<file path="config.mk">
export PLATFORM = sky130hd
export DESIGN_NAME = exc_collect
export DESIGN_NICKNAME = d
export VERILOG_FILES = /design/src/rtl/exc_collect.sv
export SDC_FILE = /design/constraint.sdc
export NUM_CORES = 1
export LEC_CHECK = 0
export ABC_AREA = 1
export CAP_MARGIN = 20
export CORE_ASPECT_RATIO = 1.4
export CORE_MARGIN = 5
export CORE_UTILIZATION = 35
export DETAILED_ROUTE_END_ITERATION = 8
export HOLD_SLACK_MARGIN = 0.06
export SETUP_SLACK_MARGIN = 0.02
export SLEW_MARGIN = 20
export SYNTH_ARGS = -nofsm -noshare
export SYNTH_HDL_FRONTEND = slang
export SYNTH_SLANG_ARGS = --single-unit
</file>
<file path="constraint.sdc">
create_clock -name i_clk -period 1.2 [get_ports i_clk]
set_clock_uncertainty 0.05 [all_clocks]
set_input_delay 0.24 -clock i_clk [delete_from_list [all_inputs] [get_ports i_clk]]
set_output_delay 0.24 -clock i_clk [all_outputs]
set_load 0.1 [all_outputs]
</file>
<file path="src/rtl/exc_collect.sv">
// exc_collect: precise-exception collection pipe sitting just upstream of CP0.
// Tracks exception/eret state for the instructions in EX, MEM and WB, samples
// the interrupt-pending condition and presents one committed report at WB.
module exc_collect #(
  parameter logic [4:0] CODE_INT    = 5'h00,
  parameter logic [4:0] CODE_HLT    = 5'h01,
  parameter logic [4:0] CODE_RESUME = 5'h02,
  parameter logic [4:0] CODE_ADEL   = 5'h04,
  parameter logic [4:0] CODE_ADES   = 5'h05,
  parameter logic [4:0] CODE_SYS    = 5'h08,
  parameter logic [4:0] CODE_BP     = 5'h09,
  parameter logic [4:0] CODE_RI     = 5'h0a,
  parameter logic [4:0] CODE_OF     = 5'h0c
) (
  input  logic        i_clk,
  input  logic        i_rst,
  input  logic        i_stall,
  input  logic        i_flush,
  input  logic        i_id_valid,
  input  logic [31:0] i_id_pc,
  input  logic        i_id_bd,
  input  logic        i_id_eret,
  input  logic        i_if_adel,
  input  logic        i_id_ri,
  input  logic        i_id_sys,
  input  logic        i_id_bp,
  input  logic        i_id_hlt,
  input  logic        i_id_resume,
  input  logic        i_ex_of,
  input  logic        i_mem_adel,
  input  logic        i_mem_ades,
  input  logic        i_ie,
  input  logic        i_exl,
  input  logic [7:0]  i_int_mask,
  input  logic [7:0]  i_int_sig,
  output logic        o_ex_wb,
  output logic [4:0]  o_ex_code,
  output logic [31:0] o_epc,
  output logic        o_branch_delay_wb,
  output logic        o_eret_flush,
  output logic        o_int_pending
);

  typedef struct packed {
    logic        valid;
    logic [31:0] pc;
    logic        bd;
    logic        eret;
    logic        exc;
    logic [4:0]  code;
  } stage_t;

  stage_t r_e, r_m, r_w;
  stage_t w_e_nxt, w_m_nxt, w_w_nxt;
  logic   r_int_pending;
  logic   w_int_req;
  logic   w_take_int;

  // ID flag resolution: the earliest-detected cause in program order wins.
  always_comb begin
    w_e_nxt       = '0;
    w_e_nxt.valid = i_id_valid;
    w_e_nxt.pc    = i_id_pc;
    w_e_nxt.bd    = i_id_bd;
    w_e_nxt.eret  = i_id_eret;
    w_e_nxt.exc   = i_if_adel | i_id_ri | i_id_sys | i_id_bp | i_id_hlt | i_id_resume;
    if (i_if_adel)        w_e_nxt.code = CODE_ADEL;
    else if (i_id_ri)     w_e_nxt.code = CODE_RI;
    else if (i_id_sys)    w_e_nxt.code = CODE_SYS;
    else if (i_id_bp)     w_e_nxt.code = CODE_BP;
    else if (i_id_hlt)    w_e_nxt.code = CODE_HLT;
    else if (i_id_resume) w_e_nxt.code = CODE_RESUME;
    else                  w_e_nxt.code = 5'h00;
  end

  // EX overflow is only recorded when no earlier exception is already carried.
  always_comb begin
    w_m_nxt = r_e;
    if (r_e.valid && !r_e.exc && i_ex_of) begin
      w_m_nxt.exc  = 1'b1;
      w_m_nxt.code = CODE_OF;
    end
  end

  // MEM address errors, load before store, again never overwriting an earlier cause.
  always_comb begin
    w_w_nxt = r_m;
    if (r_m.valid && !r_m.exc) begin
      if (i_mem_adel) begin
        w_w_nxt.exc  = 1'b1;
        w_w_nxt.code = CODE_ADEL;
      end else if (i_mem_ades) begin
        w_w_nxt.exc  = 1'b1;
        w_w_nxt.code = CODE_ADES;
      end
    end
  end

  // Stage registers: reset clears everything, flush kills valids, stall holds.
  always_ff @(posedge i_clk) begin
    if (i_rst) begin
      r_e <= '0;
      r_m <= '0;
      r_w <= '0;
    end else if (i_flush) begin
      r_e.valid <= 1'b0;
      r_m.valid <= 1'b0;
      r_w.valid <= 1'b0;
    end else if (!i_stall) begin
      r_e <= w_e_nxt;
      r_m <= w_m_nxt;
      r_w <= w_w_nxt;
    end
  end

  assign w_int_req = i_ie & ~i_exl & (|(i_int_sig & i_int_mask));

  // Interrupt sampling keeps running under stall so a held WB instruction
  // still sees a fresh pending state; flush drops it for one edge.
  always_ff @(posedge i_clk) begin
    if (i_rst || i_flush) r_int_pending <= 1'b0;
    else                  r_int_pending <= w_int_req;
  end

  assign w_take_int        = r_w.valid & r_int_pending;
  assign o_ex_wb           = ~i_stall & r_w.valid & (r_w.exc | r_int_pending);
  assign o_ex_code         = !r_w.valid ? 5'h00 : (w_take_int ? CODE_INT : r_w.code);
  assign o_epc             = r_w.pc;
  assign o_branch_delay_wb = r_w.bd;
  assign o_eret_flush      = ~i_stall & r_w.valid & r_w.eret & ~o_ex_wb;
  assign o_int_pending     = r_int_pending;

endmodule

</file>
==> impl_results.rst <==
.. list-table::
   :header-rows: 1

   * - Metric
     - Value
   * - Class of the worst hold path
     - primary input to flop
   * - Final setup violating endpoints
     - 40
   * - Die H
     - ~150 µm
   * - Number of vias in the routed layout
     - around 4000
   * - Area Growth Syn to Fin
     - 49.4%
   * - Clock network fraction of design power
     - 0.475
   * - Final count of pins violating max slew
     - 0
   * - Pin count of the biggest net entering global routing
     - between 60 and 70
   * - Cell Pwr Density
     - around 1700 mW/mm²
   * - Cell depth of the worst flop-to-flop path
     - 6
   * - Final critical delay including setup and external delays
     - 1.52 ns
   * - Unique cell type count in the Yosys netlist
     - 19
   * - WS Path Type
     - flop to output port
   * - CP Max Fanout
     - 3
   * - Number of buffers inserted during clock tree synthesis
     - 17
   * - Violated checks
     - negative setup slack
   * - Setup TNS Final
     - -2.40 ns
   * - Cell Count Post-Placement
     - 850
   * - Number of antenna violations at the first check in global routing
     - 0
   * - Share of cells above drive strength 1
     - 0.212
   * - Worst r2r dst
     - r_w[1]
   * - Row cnt
     - 50
   * - Critical register-to-register path startpoint
     - r_m[40]
   * - Comb pwr share
     - 0.144
   * - Antenna cell count
     - 0
   * - Root cell of the clock tree
     - clkbuf_16
   * - Routed wire length
     - around 10 mm
   * - Post-Synthesis Net Count
     - 675
   * - Net Switching
     - between 2 and 3 mW
   * - Beginning of the critical path
     - o_int_pending
   * - Mean Syn Cell Area
     - between 7 and 8 µm²
   * - I/O pins
     - ~110
   * - Crit path required time
     - a little over 0.9 ns
   * - DPL Wire Length
     - between 6 and 7 mm
   * - Total Nets Final
     - roughly 760
   * - Detailed-route wire length per cell
     - between 10 and 15 µm
   * - Maximum resistive drop on vdd
     - 0.916 mV
   * - Die area
     - between 0.015 and 0.02 mm²
   * - Yosys synthesis warning count
     - 0
   * - Clock sink total
     - between 100 and 150
   * - Total of flip-flops plus latches after synthesis
     - around 120
   * - Wire length of the first global-routing pass
     - around 18 mm
   * - Final hold slack
     - 0.304 ns
   * - First drt pass iteration count
     - 4
   * - Floorplan Core Area
     - 0.0132 mm²
   * - Design Power
     - 11.6 mW
   * - Share of synthesized area occupied by flip-flops and latches
     - 0.520
   * - Register share of total power
     - 0.381
   * - Clock tree from TritonCTS
     - yes
   * - Worst slack after detailed placement
     - -0.455 ns
   * - Setup repair after global routing missed its margin
     - yes
   * - Capturing element of the worst setup path
     - o_ex_wb
   * - Startpoint class of the critical path
     - flop
   * - Effective utilization at floorplan
     - 0.353
   * - Residual DRC count
     - 0
   * - Width of the chip
     - around 110 µm
   * - Total of max-cap violations
     - 0
   * - Clock Path Buffers
     - 2
   * - Post-synthesis instance area
     - approximately 0.0047 mm²
   * - Commonest non-fill, non-tap cell in the layout
     - nor2_1
   * - Final critical-path share of the clock period
     - 1.27
   * - Detailed router's first-iteration violation count
     - around 130
   * - Endpoint type of the worst setup path
     - output port
   * - Worst-Skew Late Latency
     - about 0.40 ns
   * - Per-cell via count in the routed design
     - roughly 4.5
   * - Hold buffer count at CTS
     - 0
   * - Sw Ratio
     - 0.255
   * - Arrival time at the worst endpoint
     - 1.23 ns
   * - Global routing usage summed across all routing layers
     - 0.138
   * - Routed Antenna Nets
     - 0
   * - Crit path setup slack, layout
     - -0.320 ns
   * - Count of endpoints failing hold in the final timing report
     - 0
   * - Most area-hungry cell type in the Yosys netlist
     - dfxtp_1
   * - Via count of the first global-routing pass
     - just under 4000
   * - Worst reg-to-reg setup slack
     - between 0.1 and 0.15 ns
   * - H-tree Lvls
     - 4
   * - Synthesized netlist cell count
     - approximately 610
   * - Clock-pin slew of the registers on the worst-case setup and hold paths
     - about 0.05 ns
   * - Leakage power total
     - 2.96 nW
   * - Global-route congestion overflow total
     - 0
   * - Commonest cells after routing, fill and taps aside
     - 219 x nor2_1, 116 x o21ai_0, 85 x dfxtp_1
   * - Count of buffers inserted at the top-level ports
     - approximately 110
   * - Power Internal
     - approximately 8.7 mW
   * - Non-Filler Instances
     - about 880
   * - FMAX
     - 658 MHz
   * - RePlAce Congestion
     - about 0.74
   * - Top area cells in the synthesized netlist
     - dfxtp_1 52%, nor2_1 18%, o21ai_0 12%, buf_4 5.3%, nand2_1 2.6%
   * - Outcome
     - finished, violations left
   * - Fraction of post-synthesis cell area in the top cell type by area
     - 0.520
[routing by layer]
layer | GRT usage | part of all wire
met5 | 0 | 0
met2 | 0.238 | 0.52
met1 | 0.161 | 0.42
met4 | 0.0587 | 0.018
met3 | 0.0336 | 0.041
[stage by stage]
step	utilization	area (µm²)
global route	0.527	6950
floorplan	-	4720
global placement	0.472	6230
CTS	0.525	6930
finish	0.527	6950
detailed placement	0.472	6230
[synth_stat cells]
cell type,n
nor2_4,1
nand2_1,32
conb_1,1
nor3_1,1
o21ai_0,116
nor2_1,226
inv_2,1
a211oi_1,1
nand2_2,1
buf_6,8
buf_4,33
a31oi_1,4
clkbuf_1,11
buf_2,18
inv_1,17
nand3b_1,1
dfxtp_1,121
nand3_1,3
a21oi_1,13
[flip-flops by register name (all words and copies together), names as in the netlist]
name               cells
o_branch_delay_wb      1
o_epc                 32
o_int_pending          1
r_e                   40
r_m                   40
r_w                    7
[worst max-delay path: stages, from the launching register on]
cell     delay (ns)
dfxtp_4        0.38
nor2_4         0.04
buf_4          0.13
nor2_4         0.09
buf_12         0.18
[worst min-delay path by stage]
stage                  from      end  slack [ns]  cells past startpoint
global placement     r_e[0]   r_m[0]        0.40                      2
global route        i_stall  r_e[40]        0.33                      3
detailed placement   r_e[3]   r_e[3]        0.41                      2
floorplan           i_stall  r_m[40]        0.28                      1
CTS                 i_stall  r_e[40]        0.29                      3
finish              i_stall  r_e[40]        0.30                      3
[repair_timing]
item | in CTS | in global routing
endpoints found under the hold margin | 0 | 0
resized for setup | 37 | 0
pin swaps | 5 | 1
setup buffers | 1 | 0
setup endpoints to repair | 96 | 43
gates cloned | 0 | 1
[power by group through the flow]
stage | clock [mW] | sequential (mW) | combinational [mW]
2_1_floorplan | 0 | 4.46 | 1.08
3_3_place_gp | 0 | 4.50 | 1.65
3_5_place_dp | 0 | 4.51 | 1.67
4_1_cts | 5.65 | 4.44 | 1.68
5_1_grt | 5.88 | 4.47 | 1.81
6_report | 5.53 | 4.44 | 1.68
[layout make-up]
class / instances / area [µm²]
flip-flops and latches: 121 / 2470
fillers: 1219 / 6250
clock inverters: 15 / 224
well taps: 182 / 228
multi-input cells: 400 / 1770
clock buffers: 17 / 425
inverters: 18 / 67.6
repair buffers: 131 / 1770
[kinds of logic after synthesis]
| group | after synthesis | synth area share |
|---|---|---|
| DFF | 121 | 0.520 |
| buffers and inverters | 88 | 0.115 |
| AOI/OAI and AO/OA | 134 | 0.146 |
| and+or+nand+nor | 265 | 0.218 |
| other | 1 | 0.000806 |
No activity file was read; power rests on OpenSTA's default activity.
